$ cat config.mk
export PLATFORM = sky130hd
export DESIGN_NAME = gaussian_noise_sched
export DESIGN_NICKNAME = d
export VERILOG_FILES = /design/src/rtl/gaussian_noise_sched_pkg.sv /design/src/rtl/gaussian_noise_sched_rr_arbiter.sv /design/src/rtl/gaussian_noise_sched.sv
export SDC_FILE = /design/constraint.sdc
export NUM_CORES = 1
export LEC_CHECK = 0
export ABC_CLOCK_PERIOD_IN_PS = 4500
export CORE_MARGIN = 2
export CORE_UTILIZATION = 50
export DETAILED_ROUTE_END_ITERATION = 10
export PLACE_DENSITY = 0.76
export SYNTH_ARGS = -nofsm -noshare
export SYNTH_HDL_FRONTEND = slang
export SYNTH_HIERARCHICAL = 1
export SYNTH_SLANG_ARGS = --single-unit
$ cat constraint.sdc
create_clock -name clk -period 4.5 [get_ports clk]
set_input_delay 0.675 -clock clk [delete_from_list [all_inputs] [get_ports clk]]
set_output_delay 0.675 -clock clk [all_outputs]
set_load 0.02 [all_outputs]
$ cat src/rtl/gaussian_noise_sched_pkg.sv
// Shared constants and types for the Gaussian noise scheduler.
package gaussian_noise_sched_pkg;

    // Width of a channel index on every port and inside the tag pipeline.
    localparam int CHAN_W = 4;

    // Tag carried alongside each grant until its sample returns from the model.
    typedef struct packed {
        logic              valid;
        logic [CHAN_W-1:0] chan;
    } tag_t;

    // Reset values.
    localparam tag_t              TAG_RST  = '{valid: 1'b0, chan: 4'd0};
    localparam logic [CHAN_W-1:0] CHAN_RST = 4'd0;

endpackage

$ cat src/rtl/gaussian_noise_sched_rr_arbiter.sv
// Combinational round-robin arbiter: search starts at ptr_i and wraps at N-1 -> 0.
module rr_arbiter
    import gaussian_noise_sched_pkg::*;
#(
    parameter int N = 4
) (
    input  logic [N-1:0]      req_i,
    input  logic [CHAN_W-1:0] ptr_i,
    output logic [N-1:0]      gnt_o,
    output logic [CHAN_W-1:0] win_o,
    output logic              valid_o
);

    localparam logic [N-1:0] ONE_HOT_LSB = {{(N-1){1'b0}}, 1'b1};

    logic [CHAN_W:0] idx_s;
    logic [N-1:0]    req_sh_s;
    logic            found_s;

    // Walk the channels from the pointer and keep the first requester seen.
    always_comb begin
        found_s  = 1'b0;
        win_o    = '0;
        idx_s    = '0;
        req_sh_s = '0;
        for (int i = 0; i < N; i++) begin
            idx_s = {1'b0, ptr_i} + (CHAN_W+1)'(i);
            if (idx_s >= (CHAN_W+1)'(N)) begin
                idx_s = idx_s - (CHAN_W+1)'(N);
            end else begin
                idx_s = idx_s;
            end
            req_sh_s = req_i >> idx_s;
            if (!found_s && req_sh_s[0]) begin
                found_s = 1'b1;
                win_o   = idx_s[CHAN_W-1:0];
            end else begin
                found_s = found_s;
            end
        end
        valid_o = found_s;
        if (found_s) begin
            gnt_o = ONE_HOT_LSB << win_o;
        end else begin
            gnt_o = '0;
        end
    end

endmodule

$ cat src/rtl/gaussian_noise_sched.sv
// Shares one Gaussian noise model among N_CHAN channels: round-robin grant,
// per-channel mean/std table, and a tag pipeline matching the model latency.
module gaussian_noise_sched
    import gaussian_noise_sched_pkg::*;
#(
    parameter int N_CHAN = 4,
    parameter int WIDTH  = 18,
    parameter int LAT    = 1
) (
    input  logic                 clk,
    input  logic                 rst,
    input  logic [N_CHAN-1:0]    req,
    output logic [N_CHAN-1:0]    gnt,
    input  logic                 cfg_we,
    input  logic [CHAN_W-1:0]    cfg_addr,
    input  logic [WIDTH-1:0]     cfg_mean,
    input  logic [WIDTH-1:0]     cfg_std,
    output logic [WIDTH-1:0]     mean_out,
    output logic [WIDTH-1:0]     std_out,
    input  logic [WIDTH-1:0]     noise_in,
    output logic                 smp_valid,
    output logic [CHAN_W-1:0]    smp_chan,
    output logic [WIDTH-1:0]     smp_data
);

    logic [N_CHAN-1:0] arb_gnt_s;
    logic [CHAN_W-1:0] arb_win_s;
    logic              arb_valid_s;
    logic [CHAN_W-1:0] ptr_q;
    logic [CHAN_W-1:0] ptr_d;
    logic [WIDTH-1:0]  mean_tab_q [N_CHAN];
    logic [WIDTH-1:0]  std_tab_q  [N_CHAN];
    logic [WIDTH-1:0]  sel_mean_s;
    logic [WIDTH-1:0]  sel_std_s;
    tag_t              cur_tag_q;
    tag_t              tag_q [LAT];

    rr_arbiter #(.N(N_CHAN)) u_arb (
        .req_i   (req),
        .ptr_i   (ptr_q),
        .gnt_o   (arb_gnt_s),
        .win_o   (arb_win_s),
        .valid_o (arb_valid_s)
    );

    // Next pointer is one past the winner (mod N_CHAN); unchanged when idle.
    always_comb begin
        ptr_d = ptr_q;
        if (arb_valid_s) begin
            if (arb_win_s == CHAN_W'(N_CHAN - 1)) begin
                ptr_d = '0;
            end else begin
                ptr_d = arb_win_s + 4'd1;
            end
        end else begin
            ptr_d = ptr_q;
        end
    end

    // Read the winner's settings from the table (pre-write value this cycle).
    always_comb begin
        sel_mean_s = '0;
        sel_std_s  = '0;
        for (int c = 0; c < N_CHAN; c++) begin
            if (arb_win_s == CHAN_W'(c)) begin
                sel_mean_s = mean_tab_q[c];
                sel_std_s  = std_tab_q[c];
            end else begin
                sel_mean_s = sel_mean_s;
            end
        end
    end

    // Configuration table; out-of-range addresses match no entry and are dropped.
    always_ff @(posedge clk) begin
        if (!rst) begin
            for (int c = 0; c < N_CHAN; c++) begin
                mean_tab_q[c] <= '0;
                std_tab_q[c]  <= '0;
            end
        end else begin
            for (int c = 0; c < N_CHAN; c++) begin
                if (cfg_we && (cfg_addr == CHAN_W'(c))) begin
                    mean_tab_q[c] <= cfg_mean;
                    std_tab_q[c]  <= cfg_std;
                end
            end
        end
    end

    // Register grant, model drive values and pointer; mean/std hold when idle.
    always_ff @(posedge clk) begin
        if (!rst) begin
            gnt      <= '0;
            mean_out <= '0;
            std_out  <= '0;
            ptr_q    <= CHAN_RST;
        end else begin
            gnt   <= arb_gnt_s;
            ptr_q <= ptr_d;
            if (arb_valid_s) begin
                mean_out <= sel_mean_s;
                std_out  <= sel_std_s;
            end
        end
    end

    // Tag follows the registered grant through LAT stages, then tags the sample.
    always_ff @(posedge clk) begin
        if (!rst) begin
            cur_tag_q <= TAG_RST;
            for (int k = 0; k < LAT; k++) begin
                tag_q[k] <= TAG_RST;
            end
            smp_valid <= 1'b0;
            smp_chan  <= CHAN_RST;
            smp_data  <= '0;
        end else begin
            cur_tag_q <= '{valid: arb_valid_s, chan: arb_win_s};
            tag_q[0]  <= cur_tag_q;
            for (int k = 1; k < LAT; k++) begin
                tag_q[k] <= tag_q[k-1];
            end
            smp_valid <= tag_q[LAT-1].valid;
            if (tag_q[LAT-1].valid) begin
                smp_chan <= tag_q[LAT-1].chan;
                smp_data <= noise_in;
            end
        end
    end

endmodule

# [Yosys cells after proc, flatten, opt, wreduce, memory -nomap -nowiden]
# Memory sizes are Yosys's and may differ from the RTL's.
# Index checks and enable logic that the tools add are counted.
[op_classes] n_addsub=8 magnitude_cmp=4 eq_ne=6 shift=5 mux=45 bitwise_logic=8 n_reduce_logical=14
[ops] operator="$mux W18" n=16
[ops] operator="$mux W5" n=5
[ops] operator="$mux W4" n=5
[ops] operator="$shr A4 B5 Y1" n=4
[ops] operator="$mux W1" n=19
[ops] operator="$eq A4 B2 Y1 const B" n=4
[ops] operator="$ge A5 B3 Y1 const B" n=3
[ops] operator="$sub A5 B3 Y5 const B" n=3
[ops] operator="$add A4 B2 Y5 const B" n=2
[ops] operator="$eq A4 B1 Y1 const B" n=2
[ops] operator="$logic_not A4 Y1" n=2
[ops] operator="$or A1 B1 Y1" n=8
[ops] operator="$logic_and A1 B1 Y1" n=7
[ops] operator="$add A4 B1 Y5 const B" n=1
[ops] operator="$reduce_or A5 Y1" n=1
[ops] operator="$sub A4 B3 Y5 const B" n=1
[ops] operator="$add A4 B1 Y4 const B" n=1
[ops] operator="$ge A4 B3 Y1 const B" n=1
[ops] operator="$shl A1 B4 Y4 const A" n=1
[ops] operator="$logic_not A1 Y1" n=3
[ops] operator="$reduce_and A2 Y1" n=1
[totals] reg_bits=72 ramBits=149 input_bits=65 out_inout_bits=63 wordCells=102 n_memories=3
[memory_table] memory="mean_tab_q" words=4 width=18 read_ports=4 rd_ports_with_merged_regs=0 write_ports=4 line_no="gaussian_noise_sched.sv:31" text="logic [WIDTH-1:0] mean_tab_q [N_CHAN];"
[memory_table] memory="std_tab_q" words=4 width=18 read_ports=4 rd_ports_with_merged_regs=0 write_ports=4 line_no="gaussian_noise_sched.sv:32" text="logic [WIDTH-1:0] std_tab_q [N_CHAN];"
[memory_table] memory="tag_q" words=1 width=5 read_ports=1 rd_ports_with_merged_regs=0 write_ports=1 line_no="gaussian_noise_sched.sv:36" text="tag_t tag_q [LAT];"

# [Depth between registers and ports, before layout]
[depth] depth_word=18 depth_mapped=20 mapped_depth_nobuf=16

# [Cells and area by module]
# Netlist, hierarchy kept.
[by_module_without_submodules] module="gaussian_noise_sched" n_inst=1 cells_per_inst=652 area_per_inst_um2=9126.3 seq_area_each_um2=5865.6
[by_module_without_submodules] module="rr_arbiter" n_inst=1 cells_per_inst=76 area_per_inst_um2=648.1 seq_area_each_um2=0.0

# [Least setup slack after synthesis]
# No wires, ideal clock.
[synth_path] kind="input -> register" startpoint="input port cfg_addr[1]" endpoint="memory mean_tab_q[0][0] (enable)" setup_ns=0.479 arrival_ns=3.862 t_required_ns=4.021 path_slack_ns=0.159 cell_stages=2 path_buffers=0 path_cell_list="or4b_1 o21ai_0"
[synth_rtl] item="start: declaration" line_no="gaussian_noise_sched.sv:15" text="input logic [CHAN_W-1:0] cfg_addr,"
[synth_rtl] item="end: declaration" line_no="gaussian_noise_sched.sv:31"

# [Worst setup path in the final report]
[layout_path] startpoint="register ptr_q[2]" endpoint="register std_out[2]"
[layout_between] elab_chain_cells=18 word_cells_on_any_way=41 cone_classes="add/sub (7); order compare (4); eq/ne (3); shift (4); mux (16); reduce/logical (7)"
[layout_rtl] item="start: declaration" line_no="gaussian_noise_sched.sv:29" text="logic [CHAN_W-1:0] ptr_q;"
[layout_rtl] item="start signal: assignment" line_no="gaussian_noise_sched.sv:100" text="ptr_q <= ptr_d;"
[layout_rtl] item="branches (longest 12 deep; another with $add A4 B1 Y5)"
[layout_rtl] item="$mux W4 *" line_no="gaussian_noise_sched_rr_arbiter.sv:34" text="if (!found_s && req_sh_s[0]) begin"
[layout_rtl] item="net arb_win_s[0]" line_no="gaussian_noise_sched.sv:27" text="logic [CHAN_W-1:0] arb_win_s;"
[layout_rtl] item="$logic_not A4 Y1" line_no="gaussian_noise_sched.sv:65" text="if (arb_win_s == CHAN_W'(c)) begin"
[layout_rtl] item="$mux W18 (3 in series)" line_no="gaussian_noise_sched.sv:65"
[layout_rtl] item="$mux W18 *" line_no="gaussian_noise_sched.sv:65"
[layout_rtl] item="end signal: assignment" line_no="gaussian_noise_sched.sv:103" text="std_out <= sel_std_s;"
[layout_rtl] item="end: declaration" line_no="gaussian_noise_sched.sv:19" text="output logic [WIDTH-1:0] std_out,"
# Mark *: on every way through the listed nets, which the timed path passes.
# A chain may end at the register's enable or synchronous reset.

==> metrics.md <==
| Metric | Value |
|---|---|
| Adder-cell share of the synthesized area | `0.0218` |
| Period utilization | `0.946` |
| Critical Path Fanout Max | `36` |
| Maximum clock path buffer count | `3` |
| CP delay by family, top | `simple AND/OR/NAND/NOR gates` |
| Area delta synth->final | `24.2%` |
| Final min period | `4260 ps` |
| Synth top area cells | `edfxtp_1 (44%), dfxtp_1 (16%), and2_1 (10%)` |
| Top FF cell, synth | `edfxtp_1` |
| Post-DP HPWL | `approximately 14000 µm` |
| Peak VDD IR | `0.699 mV` |
| GP Congestion | `0.789` |
| Post-Syn Instances | `728` |
| Vias per cell | `5.51` |
| TritonCTS clock tree | `yes` |
| CP cell instances | `ha_1, nand2_1, xor2_1, ha_1, and4_1, or4_1, nand3_1, o21a_1, o22ai_2, ha_1, or4b_2, buf_6, o32ai_1` |
| # placed instances | `between 1000 and 1500` |
| Reg2reg end | `std_out[2]` |
| Fraction of layout cells with a size suffix above 1 | `0.129` |
| Largest net degree at the start of global routing | `45` |
| Fraction of registers with async set/reset | `0` |
| GR Overflow Total | `0` |
| Starting Density | `0.506` |
| Setup violators final | `0` |
| Die area | `approximately 21000 µm²` |
| Setup crit start | `ptr_q[2]` |
| Largest family of logic cells by synthesized area | `simple AND/OR/NAND/NOR gates` |
| CTS HTree Levels | `1` |
| Worst path depth | `13` |
| Max frequency | `235 MHz` |
| Max-slew violations | `0` |
| Mux contribution to synthesized area | `0.0693` |
| Via count | `roughly 6300` |
| WP data required | `4880 ps` |
| Final wirelength | `22200 µm` |
| Overall power | `8.20 mW` |
| Wire per inst | `19.5 µm` |
| Initial DRT Pass Iterations | `5` |
| CP Launch Type | `register` |
| DR iter-0 viols | `452` |
| CP max stage delay | `630 ps` |
| Post-synthesis xor/xnor area fraction | `0.00704` |
| Critical Path AT | `about 4600 ps` |
| Worst Tran Pin Value | `804 ps` |
| # nets final | `932` |
| Die Ht | `144 µm` |
| Pwr dens | `676 nW/µm²` |
| Final hold violation count | `0` |
| Reg2reg path depth | `13` |
| Compound-cell area share of the yosys netlist | `0.108` |
| Fin util | `0.628` |
| DRC viols | `0` |
| Yosys warns | `6` |
| Post-CTS Hold Fix Bufs | `0` |
| Filler cells | `1445` |
| Crit-path most repeated cell | `ha_1` |
| Flops & latches, synth | `221` |
| IO buf count | `127` |
| Vias in the first global route | `6480` |
| Clk pin slew, worst setup/hold paths | `approximately 60 ps` |
| Buf/Inv on CP | `1` |
| Synth cell count leaders | `and2_1 (160), edfxtp_1 (144), dfxtp_1 (77)` |
| Gr usage total | `0.212` |
| Clk_skew | `27.2 ps` |
| Cell taking the most area after synthesis | `edfxtp_1` |
| Fin Setup TNS | `0 ps` |
| Worst-Skew Late Latency | `between 500 and 600 ps` |
| Worst r2r src | `ptr_q[2]` |
| Post-synth top area share | `0.442` |
| Count leader, synth | `and2_1` |
| Initial antenna violation count | `1` |
| Setup Crit Path Kind | `register to register` |
| CTS root buf | `clkbuf_16` |
| Multi-input combinational cell area | `approximately 3700 µm²` |
| Worst slew margin | `0.464` |
| Fin cells | `1134` |
| Register area | `between 5000 and 6000 µm²` |
| Post-synthesis simple-gate area fraction | `0.164` |
| First-pass GRT wire length | `roughly 34000 µm` |
| Row count | `51` |
| CP endpoint kind | `register` |
| Num CTS Buffers | `23` |
| Die X | `144 µm` |
| R2R setup slack | `240 ps` |
| # IOs | `128` |
| Maxcap violations | `0` |
| Number of distinct library cells after synthesis | `50` |
| Core ar. | `between 15000 and 20000 µm²` |
| Worst Hold Class | `register to register` |
| Routed Antenna Nets | `0` |
| Status | `complete, no violations` |
| Post-synth EDFFs | `144` |
| RSZ-0062 raised after global routing | `false` |
| CP max stage cell | `or4b_2` |
| Crit path to | `std_out[2]` |
| Register area share after synthesis | `0.600` |
| Synthesized area per cell | `13.4 µm²` |
| Mapped cell area | `9770 µm²` |
| CTS sink cnt | `between 200 and 250` |
| Leak | `4.44 nW` |
[area by class of cell]
class	instances	area share
antenna	2	0.000412
clock buffer	33	0.0546
clock inverter	9	0.00423
inverter	9	0.00278
multi-input combinational	447	0.307
sequential	221	0.483
tap	265	0.0273
timing repair buffer	148	0.120
[worst min path at each step]
stage,startpoint,endpoint,slack [ps],cells past startpoint
after floorplan,cur_tag_q[0],tag_q[0][0],410,1
after global placement,cur_tag_q[3],tag_q[0][3],420,1
after detailed placement,cur_tag_q[2],tag_q[0][2],420,1
after CTS,cur_tag_q[2],tag_q[0][2],430,1
after global routing,cur_tag_q[1],tag_q[0][1],450,1
final,cur_tag_q[4],tag_q[0][4],430,1
[cell usage in the layout, fill, tap and decap left out, drive strengths merged, types with 3 or more instances in the layout]
| master | count |
|---|---|
| and2 | 160 |
| edfxtp | 144 |
| clkdlybuf4s50 | 127 |
| dfxtp | 77 |
| nor2b | 65 |
| mux2i | 62 |
| a221oi | 37 |
| o32ai | 36 |
| clkbuf | 33 |
| buf | 21 |
| ha | 17 |
| inv | 10 |
| nand2 | 8 |
| o21ai | 8 |
| clkinv | 7 |
| nor2 | 6 |
| a21oi | 4 |
| nand3 | 4 |
| xnor2 | 4 |
| nor3b | 4 |
| xor2 | 3 |
| a211oi | 3 |
[registers in the layout (all words and copies together) (netlist names)]
name	cells
tag_q	5
mean_tab_q	72
smp_data	18
gnt	4
ptr_q	4
std_out	18
smp_valid	1
smp_chan	4
mean_out	18
std_tab_q	72
cur_tag_q	5
[power breakdown]
part           total, mW  switching, mW  internal, mW
clock network       1.78          0.751          1.02
logic               3.93           2.29          1.65
registers           2.49          0.117          2.38
[cells by family (layout without fill, tap and decap cells)]
family | after synthesis | count (layout)
and+or+nand+nor | 257 | 258
DFF | 221 | 221
AOI/OAI and AO/OA | 98 | 98
muxes | 65 | 65
buffers and inverters | 62 | 199
adders and majority gates | 17 | 17
xor gates and xnor gates | 7 | 7
other | 1 | 4
[per-stage QoR]
step	instance area, µm²	hold slack, ps	worst slack [ps]
2_1_floorplan	9780	412	159
3_3_place_gp	11400	420	266
3_5_place_dp	11400	417	-19.1
4_1_cts	12100	429	29.9
5_1_grt	12100	447	8.15
6_report	12100	429	243
[routing by layer]
metal,vias to the layer above,part of all wire,routed length (µm),GRT usage
li1,2901,-,-,-
met1,3067,0.40,8890,0.264
met2,259,0.51,11400,0.383
met3,27,0.070,1540,0.0323
met4,0,0.015,337,0.0562
met5,-,0,0,0
[repair_timing]
action / CTS / global route
setup endpoints to repair: 3 / 36
buffers inserted: 0 / 0
gates resized for setup: 1 / 4
gates cloned: 0 / 1
Power figures use the tool's default switching activity.
